<file path="src/rtl/s2a_sample_packer.sv">
// Packs I/Q ADC samples (or a test ramp) into 32-bit stream-buffer words, one Ien per word.
// Also keeps a word counter and a sticky full-scale flag for software.
module s2a_sample_packer #(
    parameter int DW = 12
) (
    input  logic          Sclk,
    input  logic          rst,
    input  logic          sync,
    input  logic          en,
    input  logic          mode,
    input  logic          test_en,
    input  logic          adc_valid,
    input  logic [DW-1:0] adc_i,
    input  logic [DW-1:0] adc_q,
    output logic          Ien,
    output logic [31:0]   Idata,
    output logic [31:0]   word_cnt,
    output logic          sat_flag,
    output logic          mode_q
);

    typedef enum logic {PAIR_EMPTY, PAIR_HALF} pair_t;

    localparam logic [DW-1:0] POS_FS = {1'b0, {(DW-1){1'b1}}};
    localparam logic [DW-1:0] NEG_FS = {1'b1, {(DW-1){1'b0}}};

    pair_t         pair_q, pair_d;
    logic          test_q;
    logic [DW-1:0] ramp;
    logic [15:0]   hold;
    logic          accept, word_done, sample_sat;
    logic [DW-1:0] sel_i, sel_q;
    logic [7:0]    i8, q8;
    logic [31:0]   word_d;

    always_comb begin
        accept = adc_valid & en & ~sync & ~rst;
        if (test_q) begin
            sel_i = ramp;
            sel_q = ~ramp;
        end else begin
            sel_i = adc_i;
            sel_q = adc_q;
        end
        sample_sat = (sel_i == POS_FS) | (sel_i == NEG_FS) |
                     (sel_q == POS_FS) | (sel_q == NEG_FS);
        i8 = sel_i[DW-1 -: 8];
        q8 = sel_q[DW-1 -: 8];
        word_done = accept & (~mode_q | (pair_q == PAIR_HALF));
        if (mode_q)
            word_d = {q8, i8, hold};
        else
            word_d = {16'($signed(sel_q)), 16'($signed(sel_i))};
    end

    // Pair tracker for two-samples-per-word mode; sync/rst drop a half-built word.
    always_comb begin
        pair_d = pair_q;
        if (rst | sync)
            pair_d = PAIR_EMPTY;
        else if (accept & mode_q) begin
            if (pair_q == PAIR_EMPTY)
                pair_d = PAIR_HALF;
            else
                pair_d = PAIR_EMPTY;
        end
    end

    // NOTE: sequential state uses non-blocking assignments only, so every flop samples pre-edge values.
    always_ff @(posedge Sclk) begin
        pair_q <= pair_d;
    end

    always_ff @(posedge Sclk) begin
        if (rst | sync) begin
            Ien      <= 1'b0;
            Idata    <= '0;
            word_cnt <= '0;
            ramp     <= '0;
            mode_q   <= mode;
            test_q   <= test_en;
            if (rst)
                sat_flag <= 1'b0;
        end else begin
            Ien <= word_done;
            if (word_done) begin
                Idata    <= word_d;
                word_cnt <= word_cnt + 32'd1;
            end
            if (accept) begin
                ramp <= ramp + 1'b1;
                if (sample_sat)
                    sat_flag <= 1'b1;
            end
        end
    end

    // NOTE: hold is pure datapath with no reset; it is only read while pair_q is PAIR_HALF.
    always_ff @(posedge Sclk) begin
        if (accept && mode_q && pair_q == PAIR_EMPTY)
            hold <= {q8, i8};
    end

endmodule

</file>
<file path="config.mk">
export PLATFORM = sky130hd
export DESIGN_NAME = s2a_sample_packer
export DESIGN_NICKNAME = d
export VERILOG_FILES = /design/src/rtl/s2a_sample_packer.sv
export SDC_FILE = /design/constraint.sdc
export NUM_CORES = 1
export LEC_CHECK = 0
export CAP_MARGIN = 10
export CORE_UTILIZATION = 26
export CTS_BUF_LIST = sky130_fd_sc_hd__clkbuf_8
export DETAILED_ROUTE_END_ITERATION = 16
export SLEW_MARGIN = 20
export SYNTH_ARGS = -nofsm -noshare
export SYNTH_HDL_FRONTEND = slang
export SYNTH_SLANG_ARGS = --single-unit
export TNS_END_PERCENT = 1
</file>
<file path="constraint.sdc">
create_clock -name Sclk -period 2.9 [get_ports Sclk]
set_input_delay 0.29 -clock Sclk [delete_from_list [all_inputs] [get_ports Sclk]]
set_output_delay 0.29 -clock Sclk [all_outputs]
set_load 0.02 [all_outputs]
</file>
==> results of run 1 <==
where the power goes:
part           switching [mW]  internal, mW  leakage, nW  total [mW]
Combinational           0.153         0.121         1.15       0.274
Sequential             0.0161          1.39        0.804        1.41
Clock                   0.494         0.402        0.104       0.896
Total                   0.663          1.91         2.06        2.58
through the flow:
stage                       util  setup slack, ps
after global placement    0.3343            169.6
after global routing      0.3457            329.5
after CTS                 0.3457            564.5
after detailed placement  0.3343            158.8
final                     0.3457            548.5
after floorplan                -            338.3
synth_stat cells (8+ instances only):
cell type  number  area (sq um)
dfxtp_1        78          1562
nand3_1        48         240.2
nor2_1         48         180.2
o21ai_0        43         215.2
a21oi_1        32         160.2
nand2_1        32         120.1
inv_1          26         97.59
mux2i_1        24         240.2
clkbuf_1       19         71.32
edfxtp_1       19         570.6
xnor2_1        15         131.4
or3_1          14         87.58
xor2_1         11         96.34
nor3_1         10         50.05
o31ai_1        10         75.07
nor4_1          9         56.30
nand4_1         8         50.05
area by class of cell:
cell class / count / share of cell area
tap: 225 / 0.04724
timing repair buffer: 108 / 0.1789
inverter: 27 / 0.01701
multi-input combinational: 361 / 0.3659
sequential: 97 / 0.3578
clock inverter: 7 / 0.01239
clock buffer: 9 / 0.02079
state kept, by name, indices dropped and copies added (netlist names):
signal    cells
sat_flag      1
Ien           1
ramp         12
word_cnt     32
hold         16
test_q        1
Idata        32
pair_q        1
mode_q        1
logic make-up (layout without fill, tap and decap cells):
group / count (synthesis) / after routing / share of synthesized area
AOI/OAI and AO/OA: 98 / 98 / 0.1217
xor gates and xnor gates: 26 / 26 / 0.04988
adders and majority gates: 2 / 2 / 0.005480
and+or+nand+nor: 210 / 210 / 0.2445
DFF: 97 / 97 / 0.4670
muxes: 25 / 25 / 0.05508
buffers and inverters: 58 / 151 / 0.05645
routing by layer:
layer	global-route usage	vias up	wire (um)
met3	0.03003	16	521
met4	0.05119	0	198
met1	0.1759	1801	5725
met5	0	-	0
met2	0.2104	80	5362
li1	-	2010	-
path summary, 6_finish.rpt:
check	cells after the start	end	from	slack, ps
worst max-delay path	6	word_cnt[26]$_SDFFE_PN0P_	sync	550
worst min-delay path	1	mode_q$_DFFE_PN_	mode	470
worst max register to register	5	word_cnt[26]$_SDFFE_PN0P_	word_cnt[0]$_SDFFE_PN0P_	580
worst min register to register	2	Idata[17]$_SDFFE_PN0P_	Idata[17]$_SDFFE_PN0P_	480
worst max-delay path, stage by stage:
cell             delay [ps]
clkdlybuf4s50_1         470
nand4bb_4               250
or4b_4                  520
or4b_4                  570
or4_1                   420
a21oi_1                 140
==> impl_metrics.ini, run 1 <==
[run_status]
status = complete, no violations

[logic_synthesis]
yosysUniqueCellTypes = 48
synth_seq_cells = 97
synth-async-reset-ratio = 0
synth_seq_area_share = 0.4670
synth.avg_cell_area_sq_um = 8.848
syn_area_sq_um = 4566
ys.warnings.count = 0
ys.flop_type = dfxtp_1
syn-num-nets = 549
synth_edf_count = 19
syn_inst = 516

[cts]
insertion_delay_ps = 380
cts_resized = 0
cts_root_buf = clkbuf_8
htree_levels = 3
cts_tree = yes
post-cts-setup-buffers = 0
clk_pin_slew_ps = 90
cts_buffers = 9
cts.sinks = 97
clock_path_buffers = 2
ctsHoldBuffers = 0

[sta]
holdWs_ps = 471.8
worst_pin_slew_ps = 672.1
setup_viol = 0
finalHoldViolations = 0
fin_skew_ps = 14.09
max_freq_mhz = 425.3
finalSetupTns_ps = 0
max-slew-margin-rel = 0.5519
rsz0062_at_grt = false
final_max_slew_viol_count = 0
period_minus_slack_ps = 2352
period_share = 0.8109

[cells_and_area]
nFillCells = 1793
mostFrequentLayoutCells = clkdlybuf4s50_1 (97), dfxtp_1 (78), nor2_1 (48), nand3_1 (48), o21ai_0 (43)
ff_latch_area_sq_um = 2132
antenna_cells = 0
nNetsFinal = 637
area_delta_synth_final_pct = 30.53
layout_commonest_cell = clkdlybuf4s50_1
layout-drive-gt1-share = 0.06240
stdcell_count = 834
fin_area_sq_um = 5959
multi_input_area_sq_um = 2181

[detailed_routing]
drt-pass1-iter-count = 4
vias_per_cell = 4.685
ant_nets = 0
dr.first_iter.drc_count = 291
drt-total-wl_mm = 11.81
drc = 0
routedWlPerCell_um = 14.16
vias = 3907

[place]
hpwl_mm = 8.661
dpl.cell_count = 818
globalplace.congestion = 0.7521
port_buffers = 97
post_dp_cell_area_sq_um = 5762

[floorplanning]
die_y_um = 134.5
start_util = 0.2649
pin_count = 98
die_area_sq_um = 18090
row_count = 48
core_area_sq_um = 17240
die_x_um = 134.5

[critical_path]
startpoint_type = input port
cp_max_fo = 14
end_kind = register
crit_arrival_ps = 2660
crit_required_ps = 3210
crit_type = in2reg

[global_routing]
grt_pass1_vias = 3619
grt_max_degree = 52
grt_use_total = 0.1330
grt_antenna_before_repair = 0
grt_overflow = 0
grt_pass1_wl_mm = 18.76

[power]
ir_drop_uv = 171.6
p_total_mw = 2.577
p_per_area_nw_per_um2 = 432.5
power.leakage_nw = 2.056

[flow_run]
maxCapViolCount = 0

[min_path]
hold_path_class = in2reg
No activity file was read; power rests on OpenSTA's default activity.
==> inputs of run 2 (changes only) <==
==> constraint.sdc (replaced) <==
create_clock -name Sclk -period 1.9 [get_ports Sclk]
set_input_delay 0.19 -clock Sclk [delete_from_list [all_inputs] [get_ports Sclk]]
set_output_delay 0.19 -clock Sclk [all_outputs]
set_load 0.02 [all_outputs]
==> run 2 against run 1 <==
  * The flow now finishes with violations (negative setup slack)
  * Power increased by 60%
  * Non-clock buffer count grew 77
  * Final area rose by 11%
  * Core utilization increased by 3.7 points
  * Critical path depth fell by 1
==> impl_metrics.ini, run 2 (synthesis gave the netlist of run 1 again) <==
[run_status]
status = complete, but fails checks
violations = negative setup slack

[sta]
worst_pin_slew_ps = 541.6
max-slew-margin-rel = 0.6351
fin_skew_ps = 19.21
finalHoldViolations = 0
max_freq_mhz = 440.3
final_max_slew_viol_count = 0
period_share = 1.195
period_minus_slack_ps = 2271
setup_viol = 15
rsz0062_at_grt = true
fin_ws_ps = -371.2

[flow_run]
maxCapViolCount = 0

[cells_and_area]
layout-drive-gt1-share = 0.1735
stdcell_count = 911
reg_top3 = Idata x32, word_cnt x32, hold x16
nNetsFinal = 714
antenna_cells = 0
nFillCells = 1744
layout_commonest_cell = clkdlybuf4s50_1
mostFrequentLayoutCells = clkdlybuf4s50_1 (97), buf_4 (85), dfxtp_1 (78), nand3_1 (48), nor2_1 (47)
area_delta_synth_final_pct = 44.64
post-route-util = 0.3831

[cts]
clock_path_buffers = 2
clk_pin_slew_ps = 100
cts_root_buf = clkbuf_8
cts.sinks = 97
cts_buffers = 9
insertion_delay_ps = 380
ctsHoldBuffers = 0
htree_levels = 3
cts_tree = yes

[global_routing]
grt_pass1_wl_mm = 19.73
grt_use_total = 0.1399
grt_pass1_vias = 3908
grt_max_degree = 53
grt_antenna_before_repair = 0
grt_overflow = 0

[detailed_routing]
ant_nets = 0
drt-total-wl_mm = 12.39
vias_per_cell = 4.613
drt-pass1-iter-count = 4
routedWlPerCell_um = 13.60
vias = 4202
dr.first_iter.drc_count = 209
drc = 0

[floorplanning]
row_count = 48
die_x_um = 134.5
core_area_sq_um = 17240
start_util = 0.2649
die_area_sq_um = 18090
die_y_um = 134.5
pin_count = 98

[place]
port_buffers = 97
dpl.cell_count = 894
hpwl_mm = 9.266
globalplace.congestion = 0.8034

[power]
ir_drop_uv = 281.1
power.leakage_nw = 2.463
p_per_area_nw_per_um2 = 624.6

[critical_path]
crit_arrival_ps = 2570
crit_type = reg2reg
cp_max_fo = 12
crit_required_ps = 2200
end_kind = register
startpoint_type = register

[min_path]
hold_path_class = in2reg
-- run 2: cell type report --
cell class	count	area (sq um)	area share
Multi-Input combinational cell	361	2201	0.3333
Sequential cell	97	2132	0.3228
Timing Repair Buffer	185	1669	0.2527
Tap cell	225	281.5	0.04263
Clock buffer	9	123.9	0.01876
Inverter	27	101.3	0.01535
Clock inverter	7	95.09	0.01440
-- run 2: per-stage QoR --
step | area, sq um | total power [mW] | hold WS, ps | TNS (ps) | setup WS (ps)
CTS | 6584 | 4.192 | 360.2 | -2425 | -371.0
finish | 6604 | 4.125 | 388.3 | -2484 | -371.2
detailed placement | 6357 | 2.673 | 455.7 | -12360 | -758.6
global route | 6604 | 4.319 | 363.6 | -4328 | -421.3
global placement | 6357 | 2.674 | 456.1 | -9958 | -730.6
floorplan | 4566 | 2.433 | 288.9 | -17000 | -644.0
-- run 2: timing repair --
action / in CTS / in global routing
pin swaps: 3 / 0
resized for setup: 0 / 4
buffers inserted: 1 / 0
setup endpoints to repair: 11 / 20
-- run 2: worst paths after layout --
path	from	endpoint	slack, ps	cells after the start
max	mode_q$_DFFE_PN_	word_cnt[26]$_SDFFE_PN0P_	-370	5
min	mode	mode_q$_DFFE_PN_	390	1
max reg2reg	mode_q$_DFFE_PN_	word_cnt[26]$_SDFFE_PN0P_	-370	5
min reg2reg	Idata[31]$_SDFFE_PN0P_	Idata[31]$_SDFFE_PN0P_	460	2
-- run 2: power breakdown --
group / internal [mW] / switching [mW]
clock: 0.744 / 0.756
sequential: 2.12 / 0.0116
combinational: 0.231 / 0.259
total: 3.10 / 1.03
-- run 2: routing by layer --
metal	global-route usage	share of wire	vias up
met1	0.1897	0.49	1942
met4	0.04494	0.015	0
met5	0	0	-
li1	-	-	2157
met3	0.03191	0.052	13
met2	0.2196	0.45	90
-- run 2: worst max-delay path: stages (launching register included) --
cell,delay [ps]
edfxtp_1,420
nor2b_4,150
or4b_4,480
or4b_4,570
or4_1,430
a21oi_1,150
==> inputs of run 3 (changes only) <==
==> constraint.sdc (replaced) <==
create_clock -name Sclk -period 2.61 [get_ports Sclk]
set_input_delay 0.261 -clock Sclk [delete_from_list [all_inputs] [get_ports Sclk]]
set_output_delay 0.261 -clock Sclk [all_outputs]
set_load 0.02 [all_outputs]
==> run 3 against run 2 <==
  * The flow now finishes without violations
  * Core utilization decreased by 3.5 points
  * Non-clock buffer count down 72
  * Power decreased by 31%
  * First-iteration DRC count up 41%
  * Routed wire length decreased by 4.2%
  * Worst hold slack better by 63 ps
  * Register-to-register slack better by 690 ps
  * Sequential share of layout area is 3.3 points higher
  * Die area did not move
  * Sequential power is 27% lower
  * Critical endpoint unchanged
  * Largest cell class unchanged
  * Largest power group unchanged
==> impl_metrics.ini, run 3 (synthesis gave the netlist of run 1 again) <==
[power]
power.leakage_nw = 2.084
p_per_area_nw_per_um2 = 472.9
ir_drop_uv = 251.1

[detailed_routing]
dr.first_iter.drc_count = 294
drt-total-wl_mm = 11.87
vias = 3959
ant_nets = 0
drc = 0
routedWlPerCell_um = 14.15
drt-pass1-iter-count = 4
vias_per_cell = 4.719

[global_routing]
grt_antenna_before_repair = 0
grt_pass1_vias = 3639
grt_pass1_wl_mm = 18.79
grt_use_total = 0.1337
grt_overflow = 0
grt_max_degree = 52

[cells_and_area]
mostFrequentLayoutCells = clkdlybuf4s50_1 (97), dfxtp_1 (78), nor2_1 (48), nand3_1 (48), o21ai_0 (43)
antenna_cells = 0
nNetsFinal = 642
area_delta_synth_final_pct = 31.38
layout_commonest_cell = clkdlybuf4s50_1
reg_top3 = Idata x32, word_cnt x32, hold x16
stdcell_count = 839
post-route-util = 0.3480
layout-drive-gt1-share = 0.06840

[critical_path]
crit_type = reg2reg
cp_max_fo = 13
regToRegStartpoint = word_cnt[1]$_SDFFE_PN0P_
regToRegEndpoint = word_cnt[26]$_SDFFE_PN0P_
crit_required_ps = 2910
startpoint_type = register
r2r_slack_ps = 320
end_kind = register
ff2ff_path_depth = 5
crit_arrival_ps = 2590

[place]
port_buffers = 97
dpl.cell_count = 823
globalplace.congestion = 0.7811
hpwl_mm = 8.651

[cts]
clk_pin_slew_ps = 90
cts_buffers = 9
post-cts-setup-buffers = 0
ctsHoldBuffers = 0
cts.sinks = 97
cts_root_buf = clkbuf_8
clock_path_buffers = 2
cts_tree = yes
cts_resized = 0
htree_levels = 3
insertion_delay_ps = 370

[min_path]
hold_depth = 1
hold_path_class = in2reg
worstHoldStart = mode
min_to = mode_q$_DFFE_PN_

[run_status]
status = complete, no violations

[sta]
max-slew-margin-rel = 0.6734
final_max_slew_viol_count = 0
max_freq_mhz = 436.8
period_minus_slack_ps = 2290
fin_skew_ps = 14.96
setup_viol = 0
period_share = 0.8772
rsz0062_at_grt = false
worst_pin_slew_ps = 483.0
finalHoldViolations = 0

[floorplanning]
start_util = 0.2649
die_area_sq_um = 18090
core_area_sq_um = 17240
die_y_um = 134.5
pin_count = 98
row_count = 48
die_x_um = 134.5

[flow_run]
maxCapViolCount = 0
## run 3: cell count changes in the layout (fill, tap and decap cells not counted), moves of 2 or more
cell    change
buf_4      -71
inv_1       +2
nor4_1      +2
nor4_2      -2
## run 3: critical path, cell delays in order, from the launching register on
cell and delay (ps):
dfxtp_1 410, ha_1 210, or4b_4 470, or4b_4 570, or4_1 420, a21oi_1 140
## run 3: through the flow
step	TNS, ps	power [mW]	instance area (sq um)	hold slack (ps)	setup slack [ps]
floorplan	0	1.771	4566	359.9	48.30
detailed placement	-116.4	1.906	5812	462.7	-54.53
CTS	0	2.892	5998	416.1	290.1
global placement	-53.03	1.906	5812	442.2	-37.23
finish	0	2.836	5998	451.7	320.4
global route	0	2.966	5998	442.1	31.95
## run 3: layout make-up
cell class                 count  area [sq um]
clock buffer                   9         123.9
sequential                    97          2132
multi-input combinational    361          2181
inverter                      27         101.3
clock inverter                 7         62.56
fill                        1817         11240
timing repair buffer         113          1116
tap                          225         281.5
## run 3: how the worst max path moves through the flow
stage	startpoint	endpoint	slack [ps]	cells past startpoint
finish	word_cnt[1]$_SDFFE_PN0P_	word_cnt[26]$_SDFFE_PN0P_	320	5
global route	word_cnt[8]$_SDFFE_PN0P_	word_cnt[26]$_SDFFE_PN0P_	30	5
CTS	word_cnt[1]$_SDFFE_PN0P_	word_cnt[26]$_SDFFE_PN0P_	290	5
detailed placement	rst	word_cnt[30]$_SDFFE_PN0P_	-50	7
global placement	rst	word_cnt[26]$_SDFFE_PN0P_	-40	6
floorplan	mode_q$_DFFE_PN_	word_cnt[22]$_SDFFE_PN0P_	50	8
## run 3: power by group
part	leakage, nW	internal, mW	switching (mW)
Sequential	0.804	1.55	0.0111
Clock	0.103	0.436	0.532
Combinational	1.18	0.135	0.177
## run 3: metal layers
layer	up-vias	routed length, um	track usage	share of wire
li1	2014	-	-	-
met1	1859	5714	0.1772	0.48
met2	74	5383	0.2104	0.45
met3	12	564	0.03266	0.048
met4	0	205	0.04931	0.017
met5	-	0	0	0
